$ cat src/rtl/uart_arb_pkg.sv
// Shared types and helpers for the UART transmit arbiter: FSM state encoding,
// index-width helper and the default byte width.
package uart_arb_pkg;

  typedef enum logic {
    IDLE  = 1'b0,
    GRANT = 1'b1
  } arb_state_t;

  localparam int DATA_W_DEF = 8;

  // Index width for n items, never narrower than one bit.
  function automatic int id_w(input int n);
    return (n <= 2) ? 1 : $clog2(n);
  endfunction

endpackage

$ cat src/rtl/uart_tx_arbiter_if.sv
// Byte-stream bundle between the requesters, the arbiter and the UART serializer.
// Handshake: a byte moves on any cycle where valid and ready are both high; the
// source holds data/last stable while valid is high and ready is low.
interface uart_tx_arbiter_if #(
  parameter int NUM_REQ = 3,
  parameter int DATA_W  = 8
);
  logic [NUM_REQ-1:0]        req_valid;
  logic [NUM_REQ*DATA_W-1:0] req_data;
  logic [NUM_REQ-1:0]        req_last;
  logic [NUM_REQ-1:0]        req_ready;
  logic                      tx_valid;
  logic [DATA_W-1:0]         tx_data;
  logic                      tx_ready;

  // master: the surrounding system (requesters plus serializer)
  modport master (
    output req_valid, req_data, req_last, tx_ready,
    input  req_ready, tx_valid, tx_data
  );

  // slave: the arbiter
  modport slave (
    input  req_valid, req_data, req_last, tx_ready,
    output req_ready, tx_valid, tx_data
  );
endinterface

$ cat src/rtl/uart_tx_arbiter_rr_pick.sv
// Round-robin search: first set bit of req at or after ptr, wrapping around N.
module rr_pick #(
  parameter int N  = 3,
  parameter int IW = 2
) (
  input  logic [N-1:0]  req,
  input  logic [IW-1:0] ptr,
  output logic [IW-1:0] idx,
  output logic          found
);

  function automatic logic [IW-1:0] wrap_add(input logic [IW-1:0] p, input int k);
    int s;
    s = int'(p) + k;
    if (s >= N) s = s - N;
    return IW'(s);
  endfunction

  // Scan from the farthest offset down so the nearest hit is the one that sticks.
  always_comb begin
    idx   = '0;
    found = 1'b0;
    for (int k = N - 1; k >= 0; k--) begin
      if (req[wrap_add(ptr, k)]) begin
        idx   = wrap_add(ptr, k);
        found = 1'b1;
      end
    end
  end

endmodule

$ cat src/rtl/uart_tx_arbiter.sv
// Round-robin, message-atomic arbiter sharing one UART serializer among NUM_REQ
// byte-stream requesters, with an optional per-grant burst cap.
module uart_tx_arbiter
  import uart_arb_pkg::*;
#(
  parameter int NUM_REQ   = 3,
  parameter int DATA_W    = DATA_W_DEF,
  parameter int MAX_BURST = 16,
  localparam int IW       = id_w(NUM_REQ)
) (
  input  logic                core_clk,
  input  logic                core_rst,
  input  logic                enable,
  uart_tx_arbiter_if.slave    bus,
  output logic [IW-1:0]       grant_id,
  output logic                busy,
  output logic                preempt,
  output arb_state_t          state_dbg,
  output logic [IW-1:0]       rr_ptr_dbg
);

  localparam int CNT_W = id_w(MAX_BURST + 1);
  localparam logic [CNT_W-1:0] CAP_M1 = CNT_W'(MAX_BURST - 1);

  arb_state_t        state;
  logic [IW-1:0]     rr_ptr;
  logic [CNT_W-1:0]  burst_cnt;

  logic [IW-1:0]     pick_idx;
  logic              pick_found;
  logic [DATA_W-1:0] data_arr [NUM_REQ];
  logic              own_valid;
  logic              own_last;
  logic [DATA_W-1:0] own_data;
  logic [NUM_REQ-1:0] ready_vec;
  logic              xfer;
  logic              cap_hit;
  logic              release_now;
  logic [IW-1:0]     next_ptr;

  for (genvar g = 0; g < NUM_REQ; g++) begin : g_unpack
    assign data_arr[g] = bus.req_data[g*DATA_W +: DATA_W];
  end

  rr_pick #(.N(NUM_REQ), .IW(IW)) u_pick (
    .req   (bus.req_valid),
    .ptr   (rr_ptr),
    .idx   (pick_idx),
    .found (pick_found)
  );

  // Owner's stream goes straight through to the serializer with no register stage.
  always_comb begin
    own_valid = 1'b0;
    own_last  = 1'b0;
    own_data  = '0;
    ready_vec = '0;
    if (state == GRANT) begin
      own_valid           = bus.req_valid[grant_id];
      own_last            = bus.req_last[grant_id];
      own_data            = data_arr[grant_id];
      ready_vec[grant_id] = bus.tx_ready;
    end
  end

  assign bus.tx_valid  = own_valid;
  assign bus.tx_data   = own_data;
  assign bus.req_ready = ready_vec;

  assign xfer        = own_valid & bus.tx_ready;
  assign cap_hit     = (MAX_BURST != 0) && (burst_cnt == CAP_M1);
  assign release_now = xfer & (own_last | cap_hit);
  assign preempt     = xfer & cap_hit & ~own_last;
  assign next_ptr    = (grant_id == IW'(NUM_REQ - 1)) ? '0 : grant_id + 1'b1;

  assign busy       = (state == GRANT);
  assign state_dbg  = state;
  assign rr_ptr_dbg = rr_ptr;

  always_ff @(posedge core_clk) begin
    if (core_rst) begin
      state     <= IDLE;
      rr_ptr    <= '0;
      burst_cnt <= '0;
      grant_id  <= '0;
    end else begin
      case (state)
        IDLE: begin
          if (enable && pick_found) begin
            grant_id <= pick_idx;
            state    <= GRANT;
          end
        end
        GRANT: begin
          if (release_now) begin
            state     <= IDLE;
            burst_cnt <= '0;
            rr_ptr    <= next_ptr;
          end else if (xfer) begin
            burst_cnt <= burst_cnt + 1'b1;
          end
        end
      endcase
    end
  end

  // Owner must not change a byte the serializer has not yet taken.
  hold_stable: assert property (@(posedge core_clk) disable iff (core_rst)
    (state == GRANT && own_valid && !bus.tx_ready) |=>
      (!own_valid || (own_data == $past(own_data) && own_last == $past(own_last))));

endmodule

$ cat src/flat_wrapper.sv
// flat-port wrapper written by rule: the top's interface ports become plain ports
module uart_tx_arbiter_flat import uart_arb_pkg::*;
#(
  parameter int NUM_REQ   = 3,
  parameter int DATA_W    = DATA_W_DEF,
  parameter int MAX_BURST = 16,
  localparam int IW       = id_w(NUM_REQ)
)
  (core_clk, core_rst, enable, grant_id, busy, preempt, state_dbg, rr_ptr_dbg, bus_req_valid, bus_req_data, bus_req_last, bus_tx_ready, bus_req_ready, bus_tx_valid, bus_tx_data);
  uart_tx_arbiter_if #(.NUM_REQ(NUM_REQ), .DATA_W(DATA_W)) bus_i ();
  input  logic core_clk;
  input  logic core_rst;
  input  logic enable;
  output logic [IW-1:0] grant_id;
  output logic busy;
  output logic preempt;
  output arb_state_t state_dbg;
  output logic [IW-1:0] rr_ptr_dbg;
  input wire logic [$bits(bus_i.req_valid)-1:0] bus_req_valid;
  input wire logic [$bits(bus_i.req_data)-1:0] bus_req_data;
  input wire logic [$bits(bus_i.req_last)-1:0] bus_req_last;
  input wire logic [$bits(bus_i.tx_ready)-1:0] bus_tx_ready;
  output wire logic [$bits(bus_i.req_ready)-1:0] bus_req_ready;
  output wire logic [$bits(bus_i.tx_valid)-1:0] bus_tx_valid;
  output wire logic [$bits(bus_i.tx_data)-1:0] bus_tx_data;
  assign bus_i.req_valid = bus_req_valid;
  assign bus_i.req_data = bus_req_data;
  assign bus_i.req_last = bus_req_last;
  assign bus_i.tx_ready = bus_tx_ready;
  assign bus_req_ready = bus_i.req_ready;
  assign bus_tx_valid = bus_i.tx_valid;
  assign bus_tx_data = bus_i.tx_data;
  uart_tx_arbiter #(.NUM_REQ(NUM_REQ), .DATA_W(DATA_W), .MAX_BURST(MAX_BURST)) u_core (.core_clk(core_clk), .core_rst(core_rst), .enable(enable), .bus(bus_i), .grant_id(grant_id), .busy(busy), .preempt(preempt), .state_dbg(state_dbg), .rr_ptr_dbg(rr_ptr_dbg));
endmodule
$ cat config.mk
export PLATFORM = sky130hd
export DESIGN_NAME = uart_tx_arbiter_flat
export DESIGN_NICKNAME = d
export VERILOG_FILES = /design/src/rtl/uart_arb_pkg.sv /design/src/rtl/uart_tx_arbiter_if.sv /design/src/rtl/uart_tx_arbiter_rr_pick.sv /design/src/rtl/uart_tx_arbiter.sv /design/src/flat_wrapper.sv
export SDC_FILE = /design/constraint.sdc
export NUM_CORES = 1
export LEC_CHECK = 0
export BUFFER_PORTS_ARGS = -buffer_cell sky130_fd_sc_hd__buf_2
export CORE_UTILIZATION = 48
export CTS_BUF_LIST = sky130_fd_sc_hd__clkbuf_16
export CTS_CLUSTER_DIAMETER = 40
export CTS_CLUSTER_SIZE = 25
export DETAILED_ROUTE_END_ITERATION = 8
export HOLD_SLACK_MARGIN = 0.06
export MAX_ROUTING_LAYER = met4
export PLACE_DENSITY = 0.85
export REMOVE_ABC_BUFFERS = 1
export SKIP_CTS_REPAIR_TIMING = 1
export SLEW_MARGIN = 20
export SYNTH_ARGS = -nofsm -noshare
export SYNTH_HDL_FRONTEND = slang
export SYNTH_SLANG_ARGS = --single-unit
$ cat constraint.sdc
create_clock -name core_clk -period 4.6 [get_ports core_clk]
set_input_delay 0.92 -clock core_clk [delete_from_list [all_inputs] [get_ports core_clk]]
set_output_delay 0.92 -clock core_clk [all_outputs]
set_load 0.03 [all_outputs]
==> results of run 1 <==
## power by group through the flow
| stage | registers (uW) | clock network (uW) | logic [uW] |
|---|---|---|---|
| 5_1_grt | 101 | 162 | 96.3 |
| 3_5_place_dp | 101 | 0 | 88.4 |
| 2_1_floorplan | 105 | 0 | 51.0 |
| 3_3_place_gp | 100 | 0 | 86.7 |
| 4_1_cts | 99.5 | 156 | 89.0 |
| 6_report | 99.5 | 155 | 88.7 |
## per-stage QoR
| step | util, % | hold slack (ns) | instance area [um2] | total power [uW] |
|---|---|---|---|---|
| after global routing | 67.4 | 0.543 | 1310 | 359 |
| after CTS | 67.4 | 0.500 | 1310 | 344 |
| after floorplan | - | 0.466 | 936 | 156 |
| after global placement | 63.3 | 0.487 | 1230 | 187 |
| final | 67.4 | 0.497 | 1310 | 343 |
| after detailed placement | 63.3 | 0.494 | 1230 | 189 |
## final timing paths
| check | from | endpoint | slack (ns) | cells past startpoint |
|---|---|---|---|---|
| setup / recovery | u_core.grant_id[0] | preempt | 1.40 | 5 |
| hold / removal | u_core.burst_cnt[4] | u_core.burst_cnt[4] | 0.50 | 2 |
| setup reg to reg | u_core.grant_id[0] | u_core.rr_ptr_dbg[1] | 2.49 | 5 |
| hold reg to reg | u_core.burst_cnt[4] | u_core.burst_cnt[4] | 0.50 | 2 |
## cell usage after synthesis, types with 2 or more instances
cell	number
a21oi_1	5
ha_1	6
nand2b_1	6
nand3_1	2
nor2_1	6
inv_1	6
nand2_1	16
nor3_1	3
xor2_1	2
o2bb2ai_2	2
nor3b_1	2
clkbuf_1	5
and3_1	4
o21ai_0	10
o32ai_1	2
buf_6	2
mux2i_1	12
dfxtp_1	10
and2_1	10
nor2b_1	3
## routing by layer
layer / vias up / share of wire (%)
li1: 538 / -
met1: 490 / 42
met2: 53 / 47
met3: 3 / 11
met4: 0 / 0.65
met5: - / 0
## flip-flops by register name, indices dropped and copies added (netlist names)
signal,flops
u_core.burst_cnt,5
u_core.grant_id,2
u_core.rr_ptr_dbg,2
u_core.busy,1
## worst register-to-register path, stage by stage, from the launching register on
cell and delay (ns):
dfxtp_1 0.83, mux2i_1 0.20, o2bb2ai_2 0.31, o211ai_4 0.15, or3b_1 0.39, a21oi_1 0.15
## final cells by class
cell class	instances	area (um2)
Multi-Input combinational cell	104	713
Sequential cell	10	200
Clock buffer	3	75.1
Clock inverter	1	3.75
Tap cell	27	33.8
Timing Repair Buffer	52	260
Inverter	6	22.5
Fill cell	178	633
## kinds of logic (layout without fill, tap and decap cells)
family / count (synthesis) / after routing / synth area share [%]
AND/OR/NAND/NOR: 56 / 56 / 30.0
multiplexers: 12 / 12 / 12.2
flip-flops: 10 / 10 / 20.3
adder cells (fa/ha/maj): 6 / 6 / 7.62
buffers and inverters: 14 / 62 / 7.24
XOR/XNOR: 3 / 3 / 2.67
AO/OA/AOI/OAI: 27 / 27 / 20.0
==> metrics.md, run 1 <==
| Metric | Value |
|---|---|
| CTS root buffer | `clkbuf_16` |
| DR WL/cell | `12.1 um` |
| Comb pwr share | `25.9%` |
| Main synth FF type | `dfxtp_1` |
| DRC viols | `0` |
| Routing usage on met3 | `6.92%` |
| Iteration-0 DRC Markers | `25` |
| Chip width | `47.3 um` |
| Setup WS pre-CTS | `1.57 ns` |
| Max incr delay on CP | `0.83 ns` |
| Synth area leader | `dfxtp_1` |
| GRT Residual Overflow | `0` |
| Number of synthesized flops with an enable pin | `0` |
| Antenna Nets Post-Route | `0` |
| Core area | `1940 um2` |
| Flop pwr share | `29.0%` |
| RSZ-0062 raised after global routing | `no` |
| Initial antenna violation count | `0` |
| Largest net degree at the start of global routing | `18` |
| Die area | `2240 um2` |
| All-Layer GR Usage | `21.5%` |
| Ant diodes | `0` |
| Crit start category | `flop` |
| Worst-Skew Late Latency | `0.24 ns` |
| Drt total wl | `2.46 mm` |
| Routed via count | `1,084` |
| Final Cycle Share | `69.7%` |
| Met1 GRT Util | `22.8%` |
| Hold WC Path Type | `reg -> reg` |
| Slowest CP cell | `dfxtp_1` |
| Area growth syn-to-layout | `32.9%` |
| Num CTS Buffers | `3` |
| Fmax | `312 MHz` |
| Syn Area/Cell | `7.69 um2` |
| Layout Skew | `0.000990 ns` |
| # IOs | `53` |
| Final setup vio count | `0` |
| Synth warn | `0` |
| Commonest non-fill, non-tap cells in the layout | `52 x buf_2, 16 x nand2_1, 12 x mux2i_1` |
| Buffers on Ports | `52` |
| Std cell rows | `16` |
| Worst-Margin Slew | `0.795 ns` |
| Tmin final | `3.20 ns` |
| Layout cells sized above 1 | `34.1%` |
| CP Buf/Inv Count | `1` |
| Worst path top cell family by delay | `simple AND/OR/NAND/NOR gates` |
| Final hold vios | `0` |
| Top cell type's share of synthesized area | `20.3%` |
| CTS clk-pin slew, worst paths | `0.04 ns` |
| Chip height | `47.3 um` |
| Grt peak-use layer | `met2` |
| DRT Pass-1 Iters | `5` |
| Peak supply drop | `0.000226 V` |
| WP data required | `3.68 ns` |
| Fin. max-slew vios | `0` |
| Cells after Synth | `128` |
| Setup TNS | `0 ns` |
| Max-slew headroom | `47.0%` |
| Post-Layout Cell Count | `203` |
| Power per Cell Area | `262 nW/um2` |
| Synth unique cells | `34` |
| Inst Count DP | `199` |
| Clock power frac | `45.1%` |
| Synthesized flop and latch total | `10` |
| First-pass GRT wire length | `3.30 mm` |
| TritonCTS clock tree | `built` |
| Synth async-reset ratio | `0%` |
| Setup Crit Path Kind | `reg -> out` |
| Routability congestion estimate from global placement | `0.848` |
| Largest cells by area after synthesis | `dfxtp_1 20%, mux2i_1 12%, ha_1 7.6%` |
| Worst Path Arrival | `2.28 ns` |
| Max Cap Viol | `0` |
| Clk sinks | `10` |
| Cell chain of the critical path | `and2b_1, o2bb2ai_2, and2_1, and3_1, buf_2` |
| Drt via density | `5.34` |
| Sw frac | `29.8%` |
| Static Leak | `0.000612 uW` |
| Mapped Area | `985 um2` |
| Switching component of the power | `102 uW` |
| Initial core utilization | `50.7%` |
| CTS max path bufs | `2` |
| CTS H-tree depth | `1` |
| Nets | `217` |
| Crit. End Element | `primary output` |
| Met2 Resource Use GR | `38.1%` |
| Most common cell after layout, fill and taps aside | `buf_2` |
| Seq/Total Area, Yosys | `20.3%` |
| Cell-internal power | `241 uW` |
| Worst-path maximum fanout | `17` |
| Run status | `finished, final reports clean` |
| Worst Slack Setup Final | `1.40 ns` |
| Vias in the first global route | `857` |
| Post-DP HPWL | `1.86 mm` |
(Power assumes the default switching activity.)
==> run 2: changes to the inputs <==
CORE_UTILIZATION = 40   (was 48)
PLACE_DENSITY = 0.76   (was 0.85)
clock period = 2.8 ns   (was 4.6 ns; I/O delays follow)
==> metrics.md, run 2 (synthesis results as in run 1) <==
| Metric | Value |
|---|---|
| Final hold vios | `0 (unchanged)` |
| Num CTS Buffers | `3 (unchanged)` |
| Crit. End Element | `primary output` |
| Buffers on Ports | `52 (unchanged)` |
| Most common cell after layout, fill and taps aside | `buf_2` |
| Post-Layout Cell Count | `206 (+1.5%)` |
| Worst-Margin Slew | `0.427 ns (-0.368 ns)` |
| Chip width | `51.6 um (+9.1%)` |
| Layout Skew | `0.00474 ns (+0.00375 ns)` |
| # IOs | `53 (unchanged)` |
| Fin. max-slew vios | `0 (unchanged)` |
| DR WL/cell | `12.0 um (-1.2%)` |
| DRT Pass-1 Iters | `4 (-1)` |
| Largest net degree at the start of global routing | `17 (-1)` |
| Routed via count | `1,062 (-2.0%)` |
| Vias in the first global route | `938 (+9.5%)` |
| Initial core utilization | `43.3% (-7.4 points)` |
| DRC viols | `0 (unchanged)` |
| Max Cap Viol | `0 (unchanged)` |
| Commonest non-fill, non-tap cells in the layout | `52 x buf_2, 16 x nand2_1, 12 x mux2i_1` |
| Initial antenna violation count | `0 (unchanged)` |
| Crit start category | `flop` |
| Clk sinks | `10 (unchanged)` |
| Nets | `219 (+0.92%)` |
| Routability congestion estimate from global placement | `0.789 (-7.0%)` |
| Drt via density | `5.16 (-3.5%)` |
| Max-slew headroom | `71.5% (+25 points)` |
| Peak supply drop | `0.000401 V (+77%)` |
| Final Cycle Share | `88.9%` |
| Iteration-0 DRC Markers | `33 (+32%)` |
| Inst Count DP | `202 (+1.5%)` |
| First-pass GRT wire length | `3.81 mm (+15%)` |
| Fin util | `58.2% (-9.2 points)` |
| Layout cells sized above 1 | `34.8% (+0.74 points)` |
| Core area | `2280 um2 (+17%)` |
| Power, Total | `567 uW (+65%)` |
| Hold WC Path Type | `reg -> reg` |
| Post-DP HPWL | `1.84 mm (-0.97%)` |
| CTS max path bufs | `2 (unchanged)` |
| Power per Cell Area | `428 nW/um2 (+63%)` |
| GRT Residual Overflow | `0 (unchanged)` |
| Die area | `2660 um2 (+19%)` |
| Std cell rows | `17 (+1)` |
| Setup Crit Path Kind | `reg -> out` |
| Worst-Skew Late Latency | `0.24 ns (about the same)` |
| Largest reg by FF count | `u_core.burst_cnt` |
| Antenna Nets Post-Route | `0 (unchanged)` |
| TritonCTS clock tree | `built` |
| Setup TNS | `0 ns (unchanged)` |
| Static Leak | `0.000622 uW (+1.7%)` |
| Tmin final | `2.49 ns` |
| Run status | `finished, final reports clean` |
| Chip height | `51.6 um (+9.1%)` |
| All-Layer GR Usage | `19.4% (-2.0 points)` |
| Drt total wl | `2.47 mm (+0.24%)` |
| WP data required | `2.24 ns (-1.44 ns)` |
| Fmax | `402 MHz` |
| Max FFs per register | `5 (unchanged)` |
| Ant diodes | `0 (unchanged)` |
| CTS root buffer | `clkbuf_16` |
| CTS H-tree depth | `1 (unchanged)` |
| Area growth syn-to-layout | `34.6%` |
| RSZ-0062 raised after global routing | `no` |
| Min Hold Slack | `0.489 ns (-0.00790 ns)` |
| CTS clk-pin slew, worst paths | `0.04 ns (about the same)` |
| Worst Path Arrival | `1.93 ns (-0.35 ns)` |
| Final setup vio count | `0 (unchanged)` |
| Worst-path maximum fanout | `16 (-1)` |
run 2: final cells by class:
cell class / instances / area (um2)
Clock inverter: 1 / 3.75
Clock buffer: 3 / 75.1
Multi-Input combinational cell: 104 / 713
Sequential cell: 10 / 200
Timing Repair Buffer: 54 / 275
Tap cell: 28 / 35.0
Inverter: 6 / 22.5
Fill cell: 214 / 951
run 2: through the flow:
stage	worst slack, ns	area [um2]
final	0.309	1330
after global routing	0.191	1330
after CTS	0.296	1330
after detailed placement	0.484	1250
after global placement	0.544	1250
after floorplan	0.328	936
run 2: path summary, 6_finish.rpt:
path                                            from             endpoint  slack, ns  cells after the start
worst min register to register   u_core.burst_cnt[1]  u_core.burst_cnt[1]       0.49                      2
worst max-delay path              u_core.grant_id[0]              preempt       0.31                      6
worst min-delay path             u_core.burst_cnt[1]  u_core.burst_cnt[1]       0.49                      2
worst max register to register  u_core.rr_ptr_dbg[0]   u_core.grant_id[0]       0.88                      7
run 2: metal layers:
metal / up-vias / GRT usage (%) / part of all wire, %
met5: - / - / 0
met4: 0 / 5.41 / 0.77
met3: 4 / 5.56 / 9.7
met2: 60 / 35.7 / 47
met1: 454 / 20.0 / 42
li1: 544 / - / -
run 2: power by group:
group	leakage [uW]	switching, uW	internal [uW]
Sequential	0.0000812	7.04	148
Combinational	0.000503	95.3	63.0
Clock	0.0000385	67.2	187
Total	0.000622	169	398
run 2: critical path, stage by stage (launching register included):
cell       delay [ns]
dfxtp_1          0.32
buf_4            0.25
mux2i_1          0.13
o2bb2ai_2        0.30
and2_1           0.30
and3_1           0.19
buf_2            0.19
